===== config.mk =====
export PLATFORM = sky130hd
export DESIGN_NAME = xmint_prefetch_buffer
export DESIGN_NICKNAME = d
export VERILOG_FILES = /design/src/rtl/xmint_pkg.sv /design/src/rtl/xmint_fifo.sv /design/src/rtl/xmint_prefetch_buffer.sv
export SDC_FILE = /design/constraint.sdc
export NUM_CORES = 1
export LEC_CHECK = 0
export ABC_AREA = 0
export CAP_MARGIN = 20
export CORE_ASPECT_RATIO = 1.2
export CORE_UTILIZATION = 45
export DETAILED_ROUTE_END_ITERATION = 10
export GPL_TIMING_DRIVEN = 1
export PLACE_DENSITY = 0.64
export SLEW_MARGIN = 25
export SYNTH_ARGS = -nofsm -noshare
export SYNTH_HDL_FRONTEND = slang
export SYNTH_SLANG_ARGS = --single-unit

===== constraint.sdc =====
create_clock -name clk_i -period 6.6 [get_ports clk_i]
set_input_delay 0.66 -clock clk_i [delete_from_list [all_inputs] [get_ports clk_i]]
set_output_delay 0.66 -clock clk_i [all_outputs]
set_load 0.1 [all_outputs]

===== src/rtl/xmint_pkg.sv =====
// Shared types and constants for the xmint fetch front end.
// Fetch-enable key, FIFO entry layout and prefetch FSM states.
package xmint_pkg;

  localparam logic [3:0] FETCH_EN_ON = 4'b0101;

  typedef struct packed {
    logic [31:0] rdata;
    logic [31:0] addr;
    logic        err;
  } fetch_entry_t;

  typedef enum logic [1:0] {
    PF_IDLE,
    PF_RUN,
    PF_HALT_ERR
  } pf_state_e;

  function automatic logic [31:0] word_align(input logic [31:0] a);
    return {a[31:2], 2'b00};
  endfunction

endpackage


===== src/rtl/xmint_fifo.sv =====
// Generic synchronous FIFO with flush, count and full/empty.
// Push while full is accepted when a pop happens in the same cycle.
module xmint_fifo #(
  parameter int DEPTH = 4,
  parameter type entry_t = logic [31:0],
  localparam int AW = $clog2(DEPTH),
  localparam int CW = $clog2(DEPTH + 1)
) (
  input  logic          clk_i,
  input  logic          rst_i,
  input  logic          push_i,
  input  entry_t        wdata_i,
  input  logic          pop_i,
  input  logic          flush_i,
  output entry_t        rdata_o,
  output logic [CW-1:0] count_o,
  output logic          full_o,
  output logic          empty_o
);

  entry_t        mem [DEPTH];
  logic [AW-1:0] wptr;
  logic [AW-1:0] rptr;
  logic          do_push;
  logic          do_pop;

  assign empty_o = count_o == '0;
  assign full_o  = count_o == CW'(DEPTH);
  assign do_pop  = pop_i & ~empty_o;
  assign do_push = push_i & (~full_o | do_pop);
  assign rdata_o = mem[rptr];

  always_ff @(posedge clk_i) begin
    if (do_push & ~flush_i) mem[wptr] <= wdata_i;
  end

  always_ff @(posedge clk_i or posedge rst_i) begin
    if (rst_i) begin
      wptr    <= '0;
      rptr    <= '0;
      count_o <= '0;
    end else if (flush_i) begin
      wptr    <= '0;
      rptr    <= '0;
      count_o <= '0;
    end else begin
      if (do_push) wptr <= wptr + AW'(1);
      if (do_pop) rptr <= rptr + AW'(1);
      count_o <= count_o + CW'(do_push) - CW'(do_pop);
    end
  end

endmodule


===== src/rtl/xmint_prefetch_buffer.sv =====
// xmint instruction prefetch buffer: req/gnt/rvalid fetch engine
// with response FIFO toward decode and redirect-driven discard.
module xmint_prefetch_buffer
  import xmint_pkg::*;
#(
  parameter int DEPTH = 4,
  parameter int MAX_OUTSTANDING = 2
) (
  input  logic        clk_i,
  input  logic        rst_i,
  input  logic [31:0] boot_addr_i,
  input  logic [3:0]  fetch_enable_i,
  output logic        instr_req_o,
  input  logic        instr_gnt_i,
  output logic [31:0] instr_addr_o,
  input  logic        instr_rvalid_i,
  input  logic [31:0] instr_rdata_i,
  input  logic        instr_err_i,
  input  logic        branch_i,
  input  logic [31:0] branch_addr_i,
  output logic        fetch_valid_o,
  input  logic        fetch_ready_i,
  output logic [31:0] fetch_rdata_o,
  output logic [31:0] fetch_addr_o,
  output logic        fetch_err_o
);

  localparam int CW = $clog2(DEPTH + 1);
  localparam logic [CW-1:0] MAX_W = CW'(MAX_OUTSTANDING);
  localparam logic [CW:0] DEPTH_W = (CW + 1)'(DEPTH);

  pf_state_e     state;
  logic [31:0]   req_addr;
  logic [31:0]   rsp_addr;
  logic [31:0]   hold_addr;
  logic          req_hold;
  logic          hold_stale;
  logic [CW-1:0] outstanding;
  logic [CW-1:0] discard;
  logic [CW-1:0] out_next;
  logic [CW-1:0] fifo_count;
  logic [CW:0]   fill;
  logic          fifo_full;
  logic          fifo_empty;
  logic          en;
  logic          issue;
  logic          gnt_fire;
  logic          stale_gnt;
  logic          redirect;
  logic          accept;
  logic          drop_rsp;
  logic          pop;
  fetch_entry_t  wdata;
  fetch_entry_t  head;

  assign en   = fetch_enable_i == FETCH_EN_ON;
  assign fill = {1'b0, fifo_count} + {1'b0, outstanding};

  // Reserving a FIFO slot per in-flight request makes overflow impossible.
  assign issue = (state == PF_RUN) & en & ~fifo_full
               & (outstanding < MAX_W) & (fill < DEPTH_W);

  assign instr_req_o  = req_hold | issue;
  assign instr_addr_o = req_hold ? hold_addr : req_addr;

  assign gnt_fire  = instr_req_o & instr_gnt_i;
  assign stale_gnt = gnt_fire & req_hold & hold_stale;
  assign redirect  = branch_i & (state != PF_IDLE);
  assign drop_rsp  = instr_rvalid_i & (discard != '0);
  assign accept    = instr_rvalid_i & (discard == '0) & ~redirect;
  assign pop       = fetch_valid_o & fetch_ready_i & ~redirect;
  assign out_next  = outstanding + CW'(gnt_fire) - CW'(instr_rvalid_i);

  assign wdata = '{rdata: instr_rdata_i, addr: rsp_addr, err: instr_err_i};

  xmint_fifo #(
    .DEPTH   (DEPTH),
    .entry_t (fetch_entry_t)
  ) u_fifo (
    .clk_i   (clk_i),
    .rst_i   (rst_i),
    .push_i  (accept),
    .wdata_i (wdata),
    .pop_i   (pop),
    .flush_i (redirect),
    .rdata_o (head),
    .count_o (fifo_count),
    .full_o  (fifo_full),
    .empty_o (fifo_empty)
  );

  assign fetch_valid_o = ~fifo_empty;
  assign fetch_rdata_o = fetch_valid_o ? head.rdata : '0;
  assign fetch_addr_o  = fetch_valid_o ? head.addr : '0;
  assign fetch_err_o   = fetch_valid_o & head.err;

  always_ff @(posedge clk_i or posedge rst_i) begin
    if (rst_i) begin
      state       <= PF_IDLE;
      req_addr    <= '0;
      rsp_addr    <= '0;
      hold_addr   <= '0;
      req_hold    <= 1'b0;
      hold_stale  <= 1'b0;
      outstanding <= '0;
      discard     <= '0;
    end else begin
      outstanding <= out_next;

      if (redirect) discard <= out_next;
      else discard <= discard + CW'(stale_gnt) - CW'(drop_rsp);

      // An ungranted request is frozen; a redirect marks it stale.
      if (gnt_fire) begin
        req_hold   <= 1'b0;
        hold_stale <= 1'b0;
      end else if (instr_req_o) begin
        req_hold  <= 1'b1;
        hold_addr <= instr_addr_o;
        if (redirect) hold_stale <= 1'b1;
      end

      unique case (state)
        PF_IDLE: begin
          if (en) begin
            state    <= PF_RUN;
            req_addr <= word_align(boot_addr_i);
            rsp_addr <= word_align(boot_addr_i);
          end
        end
        PF_RUN, PF_HALT_ERR: begin
          if (redirect) begin
            state    <= PF_RUN;
            req_addr <= word_align(branch_addr_i);
            rsp_addr <= word_align(branch_addr_i);
          end else begin
            if (gnt_fire & ~hold_stale) req_addr <= req_addr + 32'd4;
            if (accept) begin
              rsp_addr <= rsp_addr + 32'd4;
              if (instr_err_i) state <= PF_HALT_ERR;
            end
          end
        end
        default: state <= PF_IDLE;
      endcase
    end
  end

endmodule


==> run metrics, run 1 <==
outcome completed; die height between 200 and 250 µm; most common cell after layout, fill and taps aside edfxtp_1; hold path cells 1; Post-Syn Area 0.01642 mm²; initial antenna violation count 0; most frequent cells in the layout edfxtp_1 (252), clkdlybuf4s50_1 (199), dfrtp_1 (107); ant diodes 0; starting density of the core a little under half; Synth cell types 70; Residual DRC 0; routability cong. a little over 0.8; synth top area cells edfxtp_1 (46%), dfrtp_1 (17%), mux4_2 (8.6%); Yosys top cell by area edfxtp_1; asr flop ratio synth a little under a third; Crit Path Category reg2out; Congestion Overflow GR 0; post-DP HPWL 23230 µm; Sink Count about 360; Critical Path End Type primary output; RSZ-0062 raised after global routing no; Max-Cap Viols 0; met3 wire len approximately 2200 µm; CP arrival 3810 ps; Hold Path Class reg2reg; vias in the first global route ~10000; Final ANT Viol Nets 0; setup_tns 0 ps; CTS tree yes; Num CTS Buffers 36; Mapped Cells roughly 1100; die area 0.03726 mm²; synthesized area per cell between 10 and 15 µm²; Worst Tran Pin Value ~1100 ps; register bit count reported by yosys 361; final WL ~36000 µm; final period utilization 67.70%; worst skew pair latency roughly 520 ps; drt first pass iters 6; met2 WL post-DR 17810 µm; post-CTS sizing 0; worst rel slew slack between 20% and 30%; htree depth 2; setup repair bufs after CTS 0; Reg2Reg Setup Slack between 3000 and 4000 ps; clock skew 13.75 ps; Max Fclk between 0.2 and 0.25 GHz; Hold Fails Final Rpt 0; post-layout min period 4468 ps; Yosys top cell area share a little under half; most common flop cell mapped by yosys edfxtp_1; Nets 1455; Vias per Instance 5.689; via count roughly 10000; Core Area about 0.036 mm²; CP Max Fanout 44; port bufs 199; Final Max Slew Viols 0; layout cells sized above 1 between 10% and 20%; Rows 76; clock slew at reported path FFs 70 ps; synthesis-to-layout area growth 21.62%; # IOs 206; top sig layer met4; HP Start hold_addr[11]$_DFFE_PP0P_; Reg2Reg Depth 7; WP data required about 5900 ps; post-synthesis sequential area ratio between 60% and 70%; DR iter-0 viols slightly below 800; CTS Buffer Depth 3; Post-CTS Hold Buffers 0; Setup crit start kind flop; Root Driver clkbuf_16; Routed WL per cell around 20 µm; Min-Delay Endpoint hold_addr[11]$_DFFE_PP0P_; Syn. warnings 0; Met1 Wirelength about 16000 µm; die width ~180 µm; Worst R2R Start state[0]$_DFFE_PP0P_; final setup vio count 0; GRT Total Usage between 10% and 20%; first-pass GRT wire length between 50000 and 60000 µm; Post-synth EDFFs roughly 250; largest net degree at the start of global routing 70; worst flop-to-flop path endpoint rsp_addr[9]$_DFFE_PP0P_
==> critical path, stage by stage, from the launching register on <==
cell and delay, ps:
dfrtp_4 1020, buf_4 540, mux4_2 560, and2_1 180, clkdlybuf4s50_1 960
==> routing by layer <==
layer / vias to the layer above / global-route usage (%)
met5: - / 0
met4: 0 / 5.826
met3: 59 / 3.978
met2: 320 / 33.83
met1: 5182 / 26.02
li1: 4787 / -
==> per-stage QoR <==
step | area (µm²) | utilization [%] | instances | hold slack, ps | worst slack, ps
2_1_floorplan | 16420 | - | 1147 | 449.6 | 2929
3_3_place_gp | 18860 | 52.46 | 1757 | 462.0 | 2519
3_5_place_dp | 18860 | 52.46 | 1757 | 470.2 | 2514
4_1_cts | 19960 | 55.54 | 1819 | 487.3 | 1945
5_1_grt | 19970 | 55.56 | 1819 | 503.4 | 1846
6_report | 19970 | 55.56 | 1819 | 481.6 | 2132
==> logic make-up after synthesis <==
kind of cell    synth area share, %
compound gates                9.655
xor+xnor                     0.4267
fa+ha+maj                     1.737
buf+inv                       2.621
flops                         62.70
mux                           12.93
other cells                 0.02284
simple gates                  9.906
==> sequential cells by signal, indices dropped and copies added, names as in the netlist <==
register,flops
discard,3
hold_addr,32
hold_stale,1
outstanding,3
req_addr,30
req_hold,1
rsp_addr,30
state,2
u_fifo.count_o,3
u_fifo.mem,252
u_fifo.rptr,2
u_fifo.wptr,2
==> worst max path at each step <==
stage,endpoint,cells past startpoint,startpoint,slack (ps)
floorplan,instr_addr_o[31],3,req_hold$_DFFE_PP0P_,2930
global placement,fetch_addr_o[24],4,u_fifo.rptr[0]$_DFFE_PP0P_,2520
detailed placement,fetch_addr_o[24],4,u_fifo.rptr[0]$_DFFE_PP0P_,2510
CTS,fetch_addr_o[24],4,u_fifo.rptr[0]$_DFFE_PP0P_,1940
global route,fetch_addr_o[24],4,u_fifo.rptr[0]$_DFFE_PP0P_,1850
finish,fetch_rdata_o[22],4,u_fifo.rptr[0]$_DFFE_PP0P_,2130
==> final cells by class <==
class                           instances  area (µm²)
Sequential cell                       361       10300
Timing Repair Buffer                  218        2135
Tap cell                              468       585.6
Multi-Input combinational cell        680        5727
Clock inverter                         19       158.9
Fill cell                            2888       15980
Inverter                               30       115.1
Clock buffer                           43       948.4
==> cell usage after synthesis, drive strengths merged, types with 29 or more instances <==
library cell,n
a31oi,44
o21ai,81
dfrtp,109
inv,30
nand3,37
nor2,32
mux4,63
mux2,59
edfxtp,252
nand2,47
and2,78
clkbuf,47
buf,29
Power of run 1 is not shown: default switching activity piles up to over one toggle a cycle in this logic, so the estimate is an artifact.
==> run 2: changes to the inputs <==
- PLACE_DENSITY: 0.64 -> 0.66
- clock period: 6.6 -> 4 ns (I/O delays scaled with it)
==> run metrics, run 2 (synthesis results as in run 1) <==
outcome completed (unchanged); initial antenna violation count 1 (was 0); post-CTS sizing 0 (unchanged); vias in the first global route 10542 (was 10267); Final Max Slew Viols 0 (unchanged); # IOs 206 (unchanged); RSZ-0062 raised after global routing no (unchanged); die area 0.03726 mm² (unchanged); most frequent cells in the layout edfxtp_1 (252), clkdlybuf4s50_1 (116), dfrtp_1 (107) (was edfxtp_1 (252), clkdlybuf4s50_1 (199), dfrtp_1 (107)); ant diodes 0 (unchanged); largest net degree at the start of global routing 110 (was 70); biggest regs u_fifo.mem x252, hold_addr x32 (unchanged); CP Max Fanout 44 (unchanged); setup repair bufs after CTS 0 (unchanged); Vias per Instance 5.683 (was 5.689); die width 176.4 µm (unchanged); max reg flops 252 (unchanged); Sink Count 361 (unchanged); Residual DRC 0 (unchanged); worst skew pair latency 530 ps (was 520 ps); WP data required 3600 ps (was 5940 ps); first-pass GRT wire length 58530 µm (was 57350 µm); GRT Total Usage 20.25% (was 19.99%); Setup crit start kind flop (unchanged); starting density of the core 45.68% (unchanged); crit path cell chain or3_2 -> and2_1 -> clkdlybuf4s50_1 (was buf_4 -> mux4_2 -> and2_1 -> clkdlybuf4s50_1); final period utilization between 80 and 90%; final WL 36650 µm (was 36470 µm); htree depth 2 (unchanged); worst rel slew slack 34.95% (was 27.77%); cell total after placement 1763 (was 1757); Worst Tran Pin Value 972.7 ps (was 1080 ps); clock slew at reported path FFs 60 ps (was 70 ps); Crit Path Category reg2out (unchanged); Num CTS Buffers 38 (was 36); Hold Path Class in2async (was reg2reg); Nets 1463 (was 1455); Max Fclk 0.2851 GHz; synthesis-to-layout area growth 21.64% (was 21.62%); via count 10395 (was 10348); most common cell after layout, fill and taps aside edfxtp_1 (unchanged); Hold Fails Final Rpt 0 (unchanged); Max-Cap Viols 0 (unchanged); Core Area 0.03594 mm² (unchanged); CTS tree yes (unchanged); Critical Path End Type primary output (unchanged); setup_tns 0 ps (unchanged); drt first pass iters 5 (was 6); Congestion Overflow GR 0 (unchanged); Post-CTS Hold Buffers 0 (unchanged); Final ANT Viol Nets 0 (unchanged); CP max stage delay 970 ps (was 1020 ps); CP bufs+invs 1 (was 2); clock skew 15.92 ps (was 13.75 ps); post-DP HPWL 23780 µm (was 23230 µm); Post-Layout Cell Count 1829 (was 1819); final setup vio count 0 (unchanged); routability cong. 0.8441 (was 0.8244); layout cells sized above 1 22.48% (was 15.77%); CTS Buffer Depth 3 (unchanged); CP arrival 3110 ps (was 3810 ps); post-layout min period 3508 ps; Biggest register u_fifo.mem (unchanged); DR iter-0 viols 638 (was 770); Root Driver clkbuf_16 (unchanged); Routed WL per cell 20.04 µm (was 20.05 µm); port bufs 199 (unchanged); Rows 76 (unchanged); crit-path leading delay family simple AND/OR/NAND/NOR gates (was buffers and inverters); die height 211.3 µm (unchanged); CP max-delay cell clkdlybuf4s50_1 (was dfrtp_4)
-- run 2: cell types whose count changed in the layout (fill, tap and decap cells not counted), sizes merged --
cell           delta
buf              +89
clkdlybuf4s50    -83
clkinv            +3
bufinv            +2
clkbuf            -2
inv               +1
-- run 2: area by class of cell --
type                    instances  area [µm²]
clock buffers                  41       972.2
clock inverters                25       244.0
fillers                      2985       15970
inverters                      30       115.1
multi-input cells             680        5722
flip-flops and latches        361       10300
well taps                     468       585.6
repair buffers                224        2034
-- run 2: stage by stage --
step,util [%],hold slack (ps),setup slack [ps],instance area [µm²]
floorplan,-,449.6,484.9,16420
global placement,52.18,461.0,804.3,18760
detailed placement,52.18,472.0,753.6,18760
CTS,55.57,398.4,343.6,19970
global route,55.57,387.1,267.9,19970
finish,55.57,324.9,492.2,19970
-- run 2: metal layers --
| layer | GRT usage, % | vias up | part of all wire, % |
|---|---|---|---|
| li1 | - | 4804 | - |
| met1 | 26.66 | 5234 | 43 |
| met2 | 34.39 | 314 | 50 |
| met3 | 3.654 | 43 | 5.6 |
| met4 | 5.589 | 0 | 2.0 |
| met5 | 0 | - | 0 |
-- run 2: worst paths after layout --
path	endpoint	slack, ps	startpoint	cells past startpoint
worst max register to register	u_fifo.count_o[2]$_DFF_PP0_	1030	u_fifo.count_o[0]$_DFF_PP0_	11
min in group clk_i	hold_addr[9]$_DFFE_PP0P_	480	hold_addr[9]$_DFFE_PP0P_	1
max in group asynchronous	u_fifo.rptr[0]$_DFFE_PP0P_	3090	rst_i	3
worst max-delay path	fetch_addr_o[22]	490	u_fifo.count_o[0]$_DFF_PP0_	3
worst min register to register	hold_addr[9]$_DFFE_PP0P_	480	hold_addr[9]$_DFFE_PP0P_	1
worst min-delay path	discard[0]$_DFF_PP0_	320	rst_i	3
-- run 2: worst register-to-register path, cell delays in order (launching register included) --
cell	delay (ps)
dfrtp_1	410
or3_2	860
nand2_1	250
nor2_1	60
ha_1	280
inv_1	60
ha_1	130
inv_1	50
fa_1	370
xor2_1	170
xnor2_1	140
nor2_1	50
Power of run 2 is left out for the same reason.
